**src/rtl/mem_arbiter.sv**
```systemverilog
// Purpose: shares one memory port between the CPU sequencer and the debug/loader port.
// Latency: req sampled at edge k drives the strobe from cycle k+1; done follows mem_ready by one cycle.
// Backpressure: requesters hold req until done; losing or late requests wait and are never dropped.
module mem_arbiter #(
    parameter int AW       = 32,
    parameter int DW       = 32,
    parameter int TIMEOUT  = 15,
    parameter int CPU_PRIO = 0
) (
    input  logic          clk,
    input  logic          reset,
    input  logic          cpu_req,
    input  logic          cpu_we,
    input  logic [AW-1:0] cpu_addr,
    input  logic [DW-1:0] cpu_wdata,
    output logic [DW-1:0] cpu_rdata,
    output logic          cpu_done,
    output logic          cpu_err,
    input  logic          dbg_req,
    input  logic          dbg_we,
    input  logic [AW-1:0] dbg_addr,
    input  logic [DW-1:0] dbg_wdata,
    output logic [DW-1:0] dbg_rdata,
    output logic          dbg_done,
    output logic          dbg_err,
    output logic [AW-1:0] mem_addr,
    output logic [DW-1:0] mem_wdata,
    output logic          mem_read,
    output logic          mem_write,
    input  logic [DW-1:0] mem_rdata,
    input  logic          mem_ready,
    output logic          busy,
    output logic          owner
);

    typedef enum logic [1:0] {IDLE, ACCESS, DONE} state_t;

    localparam int            CW  = (TIMEOUT > 1) ? $clog2(TIMEOUT) : 1;
    localparam logic [CW-1:0] LIM = CW'((TIMEOUT > 0) ? TIMEOUT - 1 : 0);

    state_t        state_q, state_d;
    logic [CW-1:0] cnt_q, cnt_d;
    logic          we_q, we_d;
    logic          rr_q, rr_d;
    logic          grant_dbg;
    logic [DW-1:0] rd_val;
    logic [AW-1:0] addr_d;
    logic [DW-1:0] wdata_d, cpu_rdata_d, dbg_rdata_d;
    logic          read_d, write_d, busy_d, owner_d;
    logic          cpu_done_d, cpu_err_d, dbg_done_d, dbg_err_d;

    always_ff @(posedge clk or negedge reset) begin
        if (!reset) begin
            state_q   <= IDLE;
            cnt_q     <= '0;
            we_q      <= 1'b0;
            rr_q      <= 1'b1;  // "dbg granted last", so CPU wins the first tie
            mem_addr  <= '0;
            mem_wdata <= '0;
            mem_read  <= 1'b0;
            mem_write <= 1'b0;
            busy      <= 1'b0;
            owner     <= 1'b0;
            cpu_rdata <= '0;
            cpu_done  <= 1'b0;
            cpu_err   <= 1'b0;
            dbg_rdata <= '0;
            dbg_done  <= 1'b0;
            dbg_err   <= 1'b0;
        end else begin
            state_q   <= state_d;
            cnt_q     <= cnt_d;
            we_q      <= we_d;
            rr_q      <= rr_d;
            mem_addr  <= addr_d;
            mem_wdata <= wdata_d;
            mem_read  <= read_d;
            mem_write <= write_d;
            busy      <= busy_d;
            owner     <= owner_d;
            cpu_rdata <= cpu_rdata_d;
            cpu_done  <= cpu_done_d;
            cpu_err   <= cpu_err_d;
            dbg_rdata <= dbg_rdata_d;
            dbg_done  <= dbg_done_d;
            dbg_err   <= dbg_err_d;
        end
    end

    always_comb begin
        state_d     = state_q;
        cnt_d       = cnt_q;
        we_d        = we_q;
        rr_d        = rr_q;
        addr_d      = mem_addr;
        wdata_d     = mem_wdata;
        read_d      = 1'b0;
        write_d     = 1'b0;
        owner_d     = owner;
        cpu_rdata_d = cpu_rdata;
        dbg_rdata_d = dbg_rdata;
        cpu_done_d  = 1'b0;
        cpu_err_d   = 1'b0;
        dbg_done_d  = 1'b0;
        dbg_err_d   = 1'b0;
        grant_dbg   = 1'b0;
        rd_val      = '0;

        case (state_q)
            IDLE: begin
                if (cpu_req || dbg_req) begin
                    grant_dbg = dbg_req && (!cpu_req || (CPU_PRIO == 0 && !rr_q));
                    owner_d   = grant_dbg;
                    we_d      = grant_dbg ? dbg_we    : cpu_we;
                    addr_d    = grant_dbg ? dbg_addr  : cpu_addr;
                    wdata_d   = grant_dbg ? dbg_wdata : cpu_wdata;
                    read_d    = !we_d;
                    write_d   = we_d;
                    cnt_d     = '0;
                    state_d   = ACCESS;
                end
            end
            ACCESS: begin
                if (mem_ready || (TIMEOUT != 0 && cnt_q == LIM)) begin
                    // Writes and timeouts both return zero data.
                    rd_val  = (mem_ready && !we_q) ? mem_rdata : '0;
                    state_d = DONE;
                    if (owner) begin
                        dbg_rdata_d = rd_val;
                        dbg_done_d  = 1'b1;
                        dbg_err_d   = !mem_ready;
                    end else begin
                        cpu_rdata_d = rd_val;
                        cpu_done_d  = 1'b1;
                        cpu_err_d   = !mem_ready;
                    end
                end else begin
                    cnt_d   = cnt_q + CW'(1);
                    read_d  = !we_q;
                    write_d = we_q;
                end
            end
            DONE: begin
                rr_d    = owner;
                state_d = IDLE;
            end
            default: state_d = IDLE;
        endcase

        busy_d = (state_d != IDLE);
    end

endmodule

```
**config.mk**
```make
export PLATFORM = sky130hd
export DESIGN_NAME = mem_arbiter
export DESIGN_NICKNAME = d
export VERILOG_FILES = /design/src/rtl/mem_arbiter.sv
export SDC_FILE = /design/constraint.sdc
export NUM_CORES = 1
export LEC_CHECK = 0
export ABC_AREA = 1
export BUFFER_PORTS_ARGS = -buffer_cell sky130_fd_sc_hd__buf_2
export CAP_MARGIN = 0
export CORE_AREA = 3 3 170 172
export CTS_CLUSTER_SIZE = 28
export DETAILED_ROUTE_END_ITERATION = 12
export DIE_AREA = 0 0 173 175
export GPL_TIMING_DRIVEN = 1
export HOLD_SLACK_MARGIN = 0.15
export MAX_ROUTING_LAYER = met4
export PLACE_DENSITY = 0.53
export SETUP_SLACK_MARGIN = 0.05
export SLEW_MARGIN = 20
export SYNTH_ARGS = -nofsm -noshare
export SYNTH_HDL_FRONTEND = slang
export SYNTH_SLANG_ARGS = --single-unit
```
**constraint.sdc**
```tcl
create_clock -name clk -period 2.7 [get_ports clk]
set_clock_uncertainty 0.05 [all_clocks]
set_input_delay 0.405 -clock clk [delete_from_list [all_inputs] [get_ports clk]]
set_output_delay 0.405 -clock clk [all_outputs]
set_load 0.01 [all_outputs]
```
; ---- Word-level counts from Yosys, hierarchy flattened
; Cells that the tools add are included.
[classes]
n_addsub = 1
n_eq_ne = 5
mux = 28
bitwise_logic = 1
reduce_logical = 17
[ops]
columns = op, count
row1 = $mux 32, 3
row2 = $mux 1, 17
row3 = $reduce_and 3->1, 3
row4 = $mux 4, 2
row5 = $pmux 4 s2, 1
row6 = $logic_not 1->1, 5
row7 = $add 4x1->4 const B, 1
row8 = $eq 4x4->1 const B, 1
row9 = $mux 2, 2
row10 = $ne 2x2->1 const B, 2
row11 = $pmux 1 s2, 2
row12 = $pmux 2 s2, 1
row13 = $reduce_bool 2->1, 2
row14 = $logic_or 1x1->1, 3
row15 = $eq 2x1->1 const B, 1
row16 = $eq 2x2->1 const B, 1
row17 = $logic_and 1x1->1, 2
row18 = $logic_not 2->1, 1
row19 = $reduce_and 2->1, 1
row20 = $not 1->1, 1
[totals]
register_bits = 144
inputBits = 167
out_inout_bits = 136
word_cells = 68

; ---- Logic depth before layout (Yosys ltp)
[depth]
ltp_word = 7
depth_mapped = 8
depth_no_buf = 8

; ---- Worst setup path after synthesis
; OpenSTA, ideal clock, no wires.
[synth_path]
path_kind = register -> register
startpoint = register cnt_q[0]
endpoint = register dbg_rdata[10]
setup_ns = 0.119
arrival_ns = 1.192
required_time_ns = 2.531
slack_ns = 1.339
stages_incl_launch_ff = 9
path_buffers = 1
synth_period_minus_slack_ns = 1.361
path_cell_list = dfrtp_1 inv_1 ha_1 nand3_2 nand2_2 nand3_2 buf_2 nand2_1 nand2_1
[synth_between]
elab_chain_len = 3
[synth_lines]
columns = element, line_no
row1 = start: declaration, 42  ; logic [CW-1:0] cnt_q, cnt_d;
row2 = start signal: assignment, 72  ; cnt_q <= cnt_d;
row3 = $eq 4x4->1, 124  ; if (mem_ready || (TIMEOUT != 0 && cnt_q == LIM)) begin
row4 = $logic_or 1x1->1, 124
row5 = $reduce_and 3->1 (no source line), n/a
row6 = end signal: assignment, 84  ; dbg_rdata <= dbg_rdata_d;
row7 = end: declaration, 23  ; output logic [DW-1:0] dbg_rdata,
; No other way between the ends.
; A chain may end at the register's enable or synchronous reset.

; ---- Worst setup path after layout
[layout_path]
startpoint = register owner
endpoint = output port owner
[layout_lines]
columns = element, line_no
row1 = start: declaration, 33  ; output logic owner
row2 = start signal: assignment, 80  ; owner <= owner_d;
; No word-level cell between the ends.

==> results.json <==
{
  "status": "finished, final reports clean",
  "syn_to_final_growth_pct": 36.04,
  "critical_path.slowest_cell": "dfrtp_1",
  "worstMarginPinSlew_ns": 0.6097,
  "synthesis.area_um2": 6839,
  "grt_pass1_wl_um": 35200,
  "multiInputGateArea_um2": 2492,
  "setup_viol": 0,
  "initial_core_util_pct": 24.75,
  "wire_per_inst_um": 14.75,
  "min_to": "mem_addr[16]",
  "ant_nets": 0,
  "synth-edff-count": 0,
  "nNetsFinal": 1298,
  "fin_cells": 1518,
  "comb_power_share_pct": 40.2,
  "postCtsSetupRepairBufs": 0,
  "hpwlAfterDp_um": 15800,
  "synth.net_count": 1014,
  "drt_pass1_iterations": 5,
  "min_delay_path_depth": 3,
  "async_flop_share_pct": 100.0,
  "routed_wl_um": 22390,
  "vias": 6565,
  "startpoint": "owner",
  "cts.repair.resized": 0,
  "h-tree-depth": 4,
  "grt_max_degree": 68,
  "r2r_start": "rr_q",
  "reg2reg_to": "mem_wdata[23]",
  "yosys_register_bits": 144,
  "synthFlopType": "dfrtp_1",
  "dp_cells": 1486,
  "post-place-ws_ns": 0.8962,
  "port_buffers": 302,
  "syn_inst": 845,
  "cp_slowest_stage_delay_ns": 0.45,
  "cp_num_buf_inv": 2,
  "cp.arrival_ns": 1.52,
  "layout_min_cycle_time_ns": 1.970,
  "clk_path_buf_depth": 2,
  "tns_ns": 0,
  "fin_ws_ns": 0.7298,
  "startpoint_type": "flop",
  "power.density_nw_per_um2": 1098,
  "r2r_setup_slack_ns": 0.87,
  "core.rowCount": 61,
  "intPower_mw": 6.055,
  "r2r_cells": 6,
  "cap_violations": 0,
  "cp_cell_sequence": "buf_4 > buf_2",
  "drc": 0,
  "pin_count": 303,
  "min_path_type": "in -> reg",
  "ctsHoldBuffers": 2,
  "worstPathRequired_ns": 2.25,
  "clock-sinks": 144,
  "grtUsageTotal_pct": 14.93,
  "synth_top_area_share_pct": 52.32,
  "synthTopCellsByArea": "dfrtp_1 52%, nand2_1 19%, o211ai_1 7.0%",
  "final_core_util_pct": 33.67,
  "yosys.area.top_type": "dfrtp_1",
  "ys_seq_area_share_pct": 52.71,
  "fillCellCount": 3015,
  "hold_path.startpoint": "dbg_addr[16]",
  "synthMostInstantiatedCell": "nand2_1",
  "vdd_drop_max_mv": 0.4077,
  "chipHeight_um": 175,
  "die_x_um": 173,
  "ys.warnings.count": 0,
  "seqCellArea_um2": 3605,
  "via_per_inst": 4.325,
  "fmax_ghz": 0.5076,
  "cts_tree": "yes",
  "path_max_fanout": 33,
  "routabilityCongestion": 0.7806,
  "ys_types": 23,
  "insertion_delay_ns": 0.41,
  "clk_pin_slew_ns": 0.07,
  "clkPwrFrac_pct": 23.9,
  "setup.worst_path.end_class": "output port",
  "switching_share_pct": 40.74,
  "syn_avg_cell_area_um2": 8.094,
  "finalMaxSlewViolations": 0,
  "yosys-top-cells-count": "343 x nand2_1, 143 x dfrtp_1, 106 x inv_1",
  "first_global_vias": 6488,
  "finalCritPeriodShare_pct": 72.97,
  "max-slew-margin-rel_pct": 59.35,
  "root_buffer": "clkbuf_16",
  "cp_top_family": "buffers and inverters",
  "leakagePower_nw": 5.494,
  "switching_power_mw": 4.163,
  "sequentialPowerShare_pct": 36.0,
  "cts_buffers": 17,
  "antenna_found_initial": 0,
  "antenna_cells": 0,
  "grt_overflow": 0,
  "path_class": "reg -> out",
  "design.die.area_um2": 30280,
  "drt_iter0_markers": 349,
  "rsz0062_at_grt": "no",
  "core_region_area_um2": 27630,
  "hold_viol": 0,
  "drive_gt1_share_pct": 31.93
}
-- how the worst max path moves through the flow --
stage,to,slack [ns],cells after the start
after floorplan,dbg_rdata[10],1.34,8
after global placement,mem_wdata[30],0.93,6
after detailed placement,mem_wdata[23],0.90,6
after CTS,owner,0.68,2
after global routing,owner,0.65,2
final,owner,0.73,2
-- placed cells by master, fill, tap and decap left out, types with 2 or more instances in the layout --
master / n
buf_12: 4
buf_2: 301
buf_4: 15
bufinv_16: 3
clkbuf_16: 17
clkinv_2: 2
clkinv_4: 3
clkinvlp_4: 4
dfrtp_1: 143
dlygate4sd3_1: 2
ha_1: 2
inv_1: 106
inv_2: 4
nand2_1: 342
nand3_1: 7
nand3_2: 4
nand4_1: 64
nor2_1: 38
nor2_4: 2
o211ai_1: 64
o21ai_0: 4
-- cells by family after synthesis --
group	count (synthesis)	share of synthesized area, %
AO/OA/AOI/OAI	71	7.556
AND/OR/NAND/NOR	459	28.28
buffers and inverters	168	10.96
XOR/XNOR	1	0.1281
flip-flops	144	52.71
adder cells (fa/ha/maj)	2	0.3658
-- metal layers --
| layer | vias up | share of wire, % | global-route usage [%] |
|---|---|---|---|
| li1 | 3246 | - | - |
| met1 | 3020 | 48 | 20.20 |
| met2 | 283 | 44 | 22.50 |
| met3 | 16 | 7.4 | 3.607 |
| met4 | 0 | 1.2 | 3.953 |
| met5 | - | 0 | - |
-- registers in the layout (all words and copies together) (netlist names), 2 cells and up --
register,count
cpu_rdata,32
state_q,2
dbg_rdata,32
mem_wdata,32
cnt_q,4
mem_addr,32
-- final cells by class --
type / instances / share of cell area (%)
Multi-Input combinational cell: 533 / 26.79
Clock inverter: 13 / 1.775
Timing Repair Buffer: 323 / 18.60
Inverter: 110 / 4.438
Sequential cell: 144 / 38.74
Clock buffer: 17 / 4.572
Tap cell: 378 / 5.083
-- metrics by stage --
stage / area [um^2] / hold WS (ns) / total power, mW
after global routing: 9304 / 0.1720 / 11.02
after CTS: 9304 / 0.1587 / 10.39
final: 9304 / 0.1794 / 10.22
after detailed placement: 8693 / 0.3933 / 7.872
after floorplan: 6839 / 0.05941 / 6.043
after global placement: 8693 / 0.3987 / 7.847
-- tightest hold or removal path, delay by kind of cell --
kind / cells / cell delay [ns]
AND/OR/NAND/NOR: 1 / 0.05
AO/OA/AOI/OAI: 1 / 0.08
buffers and inverters: 1 / 0.07
-- power by group through the flow --
stage | Combinational [mW] | Clock, mW | Sequential, mW
3_5_place_dp | 4.19 | 0 | 3.68
3_3_place_gp | 4.14 | 0 | 3.71
5_1_grt | 4.61 | 2.61 | 3.81
4_1_cts | 4.18 | 2.53 | 3.68
2_1_floorplan | 1.96 | 0 | 4.08
6_report | 4.10 | 2.44 | 3.68
Note: power is estimated with default switching activity, not from simulation.
